## src/rtl/ni_flit_injector_if.sv

```systemverilog
// Core-side and router-side handshake bundle of the NI flit injector.
// Every valid/ready pair transfers one item on a rising clk edge where both are
// high; the producer holds valid and payload stable until that edge, and ready
// may depend on registered state only. flit_valid has no ready: the router
// always accepts, and credits guarantee a free VC slot.
`ifndef FLIT_DATA_WIDTH
`define FLIT_DATA_WIDTH 32
`endif

interface ni_flit_injector_if #(
   parameter int ROUTER_ID_BITS = 4,
   parameter int LEN_BITS       = 4,
   parameter int FLIT_W         = `FLIT_DATA_WIDTH,
   parameter int PLD_W          = FLIT_W - ROUTER_ID_BITS - 2
);
   logic                      pkt_valid;
   logic                      pkt_ready;
   logic [ROUTER_ID_BITS-1:0] pkt_dest;
   logic [LEN_BITS-1:0]       pkt_len;
   logic                      pld_valid;
   logic                      pld_ready;
   logic [PLD_W-1:0]          pld_data;
   logic                      credit_return;
   logic [FLIT_W-1:0]         flit_data;
   logic                      flit_valid;

   // Core / router environment side
   modport master (
      output pkt_valid, pkt_dest, pkt_len, pld_valid, pld_data, credit_return,
      input  pkt_ready, pld_ready, flit_data, flit_valid
   );

   // Injector side
   modport slave (
      input  pkt_valid, pkt_dest, pkt_len, pld_valid, pld_data, credit_return,
      output pkt_ready, pld_ready, flit_data, flit_valid
   );
endinterface

```

## src/rtl/ni_flit_injector.sv

```systemverilog
// NI transmitter: turns a packet descriptor plus payload words into typed flits
// for one router input port, gated by a downstream VC credit counter.
`ifndef FLIT_DATA_WIDTH
`define FLIT_DATA_WIDTH 32
`endif

module ni_flit_injector #(
   parameter  int NUM_VC         = 4,
   parameter  int NUM_ROUTERS    = 16,
   parameter  int MAX_PKT_FLITS  = 8,
   localparam int ROUTER_ID_BITS = $clog2(NUM_ROUTERS),
   localparam int LEN_BITS       = $clog2(MAX_PKT_FLITS + 1),
   localparam int CRED_BITS      = $clog2(NUM_VC + 1),
   localparam int FLIT_W         = `FLIT_DATA_WIDTH,
   localparam int PLD_W          = FLIT_W - ROUTER_ID_BITS - 2
) (
   input  logic                 clk,
   input  logic                 reset,
   ni_flit_injector_if.slave    bus,
   output logic [CRED_BITS-1:0] credits,
   output logic                 busy,
   output logic                 credit_err,
   output logic                 o_dbg_state
);

   typedef enum logic [0:0] {
      ST_IDLE = 1'b0,
      ST_SEND = 1'b1
   } state_t;

   localparam logic [1:0] TYPE_BODY      = 2'b00;
   localparam logic [1:0] TYPE_HEAD      = 2'b01;
   localparam logic [1:0] TYPE_TAIL      = 2'b10;
   localparam logic [1:0] TYPE_HEAD_TAIL = 2'b11;

   state_t                    r_state;
   state_t                    w_state_nxt;
   logic [ROUTER_ID_BITS-1:0] r_dest;
   logic [LEN_BITS-1:0]       r_len;
   logic [LEN_BITS-1:0]       r_cnt;
   logic [CRED_BITS-1:0]      r_credits;
   logic                      r_credit_err;
   logic [FLIT_W-1:0]         r_flit_data;
   logic                      r_flit_valid;

   logic                      w_pkt_ready;
   logic                      w_pld_ready;
   logic                      w_accept;
   logic                      w_send;
   logic                      w_last;
   logic [LEN_BITS-1:0]       w_len_clamped;
   logic [1:0]                w_type;

   assign w_accept = bus.pkt_valid & w_pkt_ready;
   assign w_send   = bus.pld_valid & w_pld_ready;
   assign w_last   = (r_cnt == (r_len - LEN_BITS'(1)));

   // State register
   always_ff @(posedge clk) begin
      if (reset) begin
         r_state <= ST_IDLE;
      end else begin
         r_state <= w_state_nxt;
      end
   end

   // Next state and handshake readies; pld_ready uses the registered credit count only
   always_comb begin
      w_state_nxt = r_state;
      w_pkt_ready = 1'b0;
      w_pld_ready = 1'b0;
      case (r_state)
         ST_IDLE: begin
            w_pkt_ready = 1'b1;
            if (bus.pkt_valid) begin
               w_state_nxt = ST_SEND;
            end
         end
         ST_SEND: begin
            w_pld_ready = (r_credits != '0);
            if (bus.pld_valid && w_pld_ready && w_last) begin
               w_state_nxt = ST_IDLE;
            end
         end
         default: begin
            w_state_nxt = ST_IDLE;
         end
      endcase
   end

   // Length normalisation: zero means a single flit, oversize is clamped
   always_comb begin
      w_len_clamped = bus.pkt_len;
      if (bus.pkt_len == '0) begin
         w_len_clamped = LEN_BITS'(1);
      end else if (bus.pkt_len > LEN_BITS'(MAX_PKT_FLITS)) begin
         w_len_clamped = LEN_BITS'(MAX_PKT_FLITS);
      end
   end

   // Flit type from position within the packet
   always_comb begin
      w_type = TYPE_BODY;
      if (r_len == LEN_BITS'(1)) begin
         w_type = TYPE_HEAD_TAIL;
      end else if (r_cnt == '0) begin
         w_type = TYPE_HEAD;
      end else if (w_last) begin
         w_type = TYPE_TAIL;
      end
   end

   // Descriptor latch, flit counter and registered flit output
   always_ff @(posedge clk) begin
      if (reset) begin
         r_dest       <= '0;
         r_len        <= '0;
         r_cnt        <= '0;
         r_flit_data  <= '0;
         r_flit_valid <= 1'b0;
      end else begin
         r_flit_valid <= w_send;
         if (w_accept) begin
            r_dest <= bus.pkt_dest;
            r_len  <= w_len_clamped;
            r_cnt  <= '0;
         end
         if (w_send) begin
            r_flit_data <= {r_dest, w_type, bus.pld_data};
            r_cnt       <= r_cnt + LEN_BITS'(1);
         end
      end
   end

   // Credit counter; a return with no outstanding credit saturates and flags an error
   always_ff @(posedge clk) begin
      if (reset) begin
         r_credits    <= CRED_BITS'(NUM_VC);
         r_credit_err <= 1'b0;
      end else begin
         case ({w_send, bus.credit_return})
            2'b01: begin
               if (r_credits == CRED_BITS'(NUM_VC)) begin
                  r_credit_err <= 1'b1;
               end else begin
                  r_credits <= r_credits + CRED_BITS'(1);
               end
            end
            2'b10: begin
               r_credits <= r_credits - CRED_BITS'(1);
            end
            default: begin
               r_credits <= r_credits;
            end
         endcase
      end
   end

   assign bus.pkt_ready  = w_pkt_ready;
   assign bus.pld_ready  = w_pld_ready;
   assign bus.flit_data  = r_flit_data;
   assign bus.flit_valid = r_flit_valid;
   assign credits        = r_credits;
   assign busy           = (r_state == ST_SEND);
   assign credit_err     = r_credit_err;
   assign o_dbg_state    = r_state;

endmodule

```

## src/flat_wrapper.sv

```systemverilog
// flat-port wrapper written by rule: the top's interface ports become plain ports
module ni_flit_injector_flat 
#(
   parameter  int NUM_VC         = 4,
   parameter  int NUM_ROUTERS    = 16,
   parameter  int MAX_PKT_FLITS  = 8,
   localparam int ROUTER_ID_BITS = $clog2(NUM_ROUTERS),
   localparam int LEN_BITS       = $clog2(MAX_PKT_FLITS + 1),
   localparam int CRED_BITS      = $clog2(NUM_VC + 1),
   localparam int FLIT_W         = `FLIT_DATA_WIDTH,
   localparam int PLD_W          = FLIT_W - ROUTER_ID_BITS - 2
)
  (clk, reset, credits, busy, credit_err, o_dbg_state, bus_pkt_valid, bus_pkt_dest, bus_pkt_len, bus_pld_valid, bus_pld_data, bus_credit_return, bus_pkt_ready, bus_pld_ready, bus_flit_data, bus_flit_valid);
  ni_flit_injector_if bus_i ();
  input  logic clk;
  input  logic reset;
  output logic [CRED_BITS-1:0] credits;
  output logic busy;
  output logic credit_err;
  output logic o_dbg_state;
  input wire logic [$bits(bus_i.pkt_valid)-1:0] bus_pkt_valid;
  input wire logic [$bits(bus_i.pkt_dest)-1:0] bus_pkt_dest;
  input wire logic [$bits(bus_i.pkt_len)-1:0] bus_pkt_len;
  input wire logic [$bits(bus_i.pld_valid)-1:0] bus_pld_valid;
  input wire logic [$bits(bus_i.pld_data)-1:0] bus_pld_data;
  input wire logic [$bits(bus_i.credit_return)-1:0] bus_credit_return;
  output wire logic [$bits(bus_i.pkt_ready)-1:0] bus_pkt_ready;
  output wire logic [$bits(bus_i.pld_ready)-1:0] bus_pld_ready;
  output wire logic [$bits(bus_i.flit_data)-1:0] bus_flit_data;
  output wire logic [$bits(bus_i.flit_valid)-1:0] bus_flit_valid;
  assign bus_i.pkt_valid = bus_pkt_valid;
  assign bus_i.pkt_dest = bus_pkt_dest;
  assign bus_i.pkt_len = bus_pkt_len;
  assign bus_i.pld_valid = bus_pld_valid;
  assign bus_i.pld_data = bus_pld_data;
  assign bus_i.credit_return = bus_credit_return;
  assign bus_pkt_ready = bus_i.pkt_ready;
  assign bus_pld_ready = bus_i.pld_ready;
  assign bus_flit_data = bus_i.flit_data;
  assign bus_flit_valid = bus_i.flit_valid;
  ni_flit_injector #(.NUM_VC(NUM_VC), .NUM_ROUTERS(NUM_ROUTERS), .MAX_PKT_FLITS(MAX_PKT_FLITS)) u_core (.clk(clk), .reset(reset), .bus(bus_i), .credits(credits), .busy(busy), .credit_err(credit_err), .o_dbg_state(o_dbg_state));
endmodule
```

## config.mk

```make
export PLATFORM = sky130hd
export DESIGN_NAME = ni_flit_injector_flat
export DESIGN_NICKNAME = d
export VERILOG_FILES = /design/src/rtl/ni_flit_injector_if.sv /design/src/rtl/ni_flit_injector.sv /design/src/flat_wrapper.sv
export SDC_FILE = /design/constraint.sdc
export NUM_CORES = 1
export LEC_CHECK = 0
export CORE_MARGIN = 3
export CORE_UTILIZATION = 25
export CTS_CLUSTER_SIZE = 20
export DETAILED_ROUTE_END_ITERATION = 6
export HOLD_SLACK_MARGIN = 0.05
export PLACE_DENSITY_LB_ADDON = 0.05
export RECOVER_POWER = 25
export SETUP_SLACK_MARGIN = 0.5
export SYNTH_ARGS = -nofsm -noshare
export SYNTH_HDL_FRONTEND = slang
export SYNTH_SLANG_ARGS = --single-unit
```

## constraint.sdc

```tcl
create_clock -name clk -period 1.68 [get_ports clk]
set_input_delay 0.336 -clock clk [delete_from_list [all_inputs] [get_ports clk]]
set_output_delay 0.336 -clock clk [all_outputs]
set_load 0.03 [all_outputs]
```

==> out/metrics.yaml <==
diodes: 0
rsz0062_at_grt: "true"
reg2reg_slack_ns: -0.02
drv_slew: 0
core_area_um2: 8300
cp-end-kind: "register"
layout_commonest_cell: "buf_6"
drt-wirelength-per-cell_um: 14.5
clock_latency_ns: 0.30
port_buffers: 79
reg2reg_from: "u_core.credits[0]"
timing.final.ws_setup_ns: -0.0182
areaGrowthSynthToFinish_pct: 96.8
grt_pass1_vias: 2018
detail_route.wirelength_mm: 7.03
cts-buffers-inserted: 5
via_per_inst: 4.54
initial_core_util: 0.261
finalCriticalPeriod_ns: 1.70
syn_area_um2: 2160
cp_max_fo: 4
hold_buffers: 0
whs_ns: 0.316
die_w_um: 99.1
ir_worst_vdd_mv: 0.380
finalHoldViolCount: 0
grt_antenna_before_repair: 0
crit_required_ns: 1.92
drtIter0Drc: 56
htree_levels: 2
setup_viol: 2
fp-row-count: 33
r2r_cells: 5
cap_viol_max_count: 0
ant_nets: 0
min_from: "reset"
p_leak_nw: 1.69
gr-total-overflow: 0
worstSetupStartpointType: "register"
boundaryPins: 80
cts_buffer_depth: 2
fmax_ghz: 0.589
relSlewSlack: 0.741
finClkSkew_ns: 0.00753
num_vias: 2205
path_class: "reg -> reg"
total_power_mw: 3.00
ys_ff_latch: 50
yosysWarnings: 0
cts_tree: "yes"
remaining_drc_errors: 0
r2r-end: "u_core.credits[1]"
status: "finished, violations left"
final_cell_mix: "buf_6 (45), nand2_1 (41), a21oi_2 (37)"
yosysSeqAreaShare: 0.462
cts.sinks: 50
postSynthCellCount: 261
violations: "setup timing"
drt-pass1-iter-count: 4
die_h_um: 99.1
critPathArrivalTime_ns: 1.94
yosys.cell_types.count: 37
utilization: 0.513
die_area_um2: 9810
place_congestion: 0.746
synth_area_per_cell_um2: 8.29
hold_depth: 2
pwr_density_cell_nw_per_um2: 705
post_route_cells_drive_above_1_share: 0.619
grt_start_max_net_pins: 31
cts-root-buf: "clkbuf_8"
syn_nets: 305
grt_pass1_wl_mm: 10.2
worst_pin_slew_ns: 0.390
post-dp-hpwl_mm: 3.90
worstHoldPathType: "in -> reg"
period_share: 1.01
num-fill-cells: 809
fin_nets: 424
dp_slack_ns: -0.432
whs_endpoint: "u_core.bus.flit_data[20]"
cts.clk_slew.worst_paths_ns: 0.09
grt_usage: 0.129
## registers in the layout, indices dropped and copies added (netlist names)
signal and cells:
u_core.r_dest 4, u_core.bus.flit_valid 1, u_core.credits 3, u_core.r_len 4
u_core.busy 1, u_core.bus.flit_data 32, u_core.credit_err 1, u_core.r_cnt 4
## per-layer routing
layer / up-vias / track usage / part of all wire
li1: 1102 / - / -
met1: 1044 / 0.168 / 0.44
met2: 54 / 0.213 / 0.49
met3: 5 / 0.0333 / 0.059
met4: 0 / 0.0347 / 0.0075
met5: - / 0 / 0
## report_power, final
group          internal [mW]  switching, mW  leakage (nW)
combinational          0.411          0.376          1.19
sequential              1.24         0.0539         0.426
clock                  0.516          0.407        0.0678
total                   2.16          0.837          1.69
## cells in the mapped netlist, drive strengths merged
library cell | n | area share
o211ai | 2 | 0.0069
a311oi | 1 | 0.0040
fa | 1 | 0.0092
nand4 | 1 | 0.0058
nand2b | 2 | 0.0058
nor3 | 4 | 0.014
a21oi | 44 | 0.10
o32a | 1 | 0.0046
a211oi | 3 | 0.015
or2 | 1 | 0.0029
o21ai | 3 | 0.0069
xor2 | 3 | 0.012
o221ai | 1 | 0.0040
xnor2 | 3 | 0.012
xor3 | 1 | 0.011
dfxtp | 50 | 0.46
inv | 8 | 0.014
nor3b | 1 | 0.0035
o311a | 1 | 0.0098
nand3b | 2 | 0.0069
and3 | 1 | 0.0029
ha | 4 | 0.023
o221a | 1 | 0.0052
nor2 | 12 | 0.022
buf | 13 | 0.052
nand3 | 3 | 0.0069
mux2 | 1 | 0.0069
nand2 | 81 | 0.14
nor2b | 1 | 0.0029
a31oi | 3 | 0.0087
clkbuf | 7 | 0.012
a41oi | 1 | 0.0040
## worst max-delay path: stages, from the launching register on
cell and delay [ns]:
dfxtp_4 0.37, o311a_4 0.39, nand2b_4 0.07, fa_2 0.45, a31oi_1 0.18, o221a_1 0.18
## worst max-delay path by stage
stage	cells past startpoint	start	end
floorplan	7	u_core.credits[1]	u_core.credits[1]
detailed placement	6	bus_pld_valid	u_core.credits[1]
global placement	6	bus_pld_valid	u_core.credits[1]
global route	5	u_core.credits[0]	u_core.credits[1]
CTS	5	u_core.credits[0]	u_core.credits[1]
finish	5	u_core.credits[0]	u_core.credits[1]
## stage by stage
step | cells | TNS, ns | instance area, um^2
after floorplan | 261 | -0.377 | 2200
after global placement | 445 | -4.14 | 3150
after detailed placement | 445 | -5.19 | 3150
after CTS | 465 | -0.0225 | 3600
after global routing | 486 | -0.126 | 4260
final | 486 | -0.0303 | 4260
## what timing repair did
item / in CTS / in global routing
setup buffers: 8 / 19
endpoints found under the setup margin: 83 / 87
gates resized for setup: 317 / 159
pin swaps: 23 / 68
gates cloned: 4 / 2
## area by class of cell
| class | count | area [um^2] | share of cell area |
|---|---|---|---|
| multi-input combinational | 183 | 1500 | 0.351 |
| timing repair buffer | 132 | 1400 | 0.329 |
| sequential | 50 | 1070 | 0.251 |
| clock buffer | 8 | 133 | 0.0311 |
| tap | 105 | 131 | 0.0308 |
| inverter | 8 | 32.5 | 0.00764 |
## logic make-up (layout without fill, tap and decap cells)
group                      after synthesis  count (layout)  synth area share
muxes                                    1               1           0.00693
adders and majority gates                5               5            0.0324
and+or+nand+nor                        109             109             0.214
DFF                                     50              50             0.462
AOI/OAI and AO/OA                       61              61             0.171
buffers and inverters                   28             148            0.0780
xor gates and xnor gates                 7               7            0.0353
Note: power is estimated with default switching activity, not from simulation.
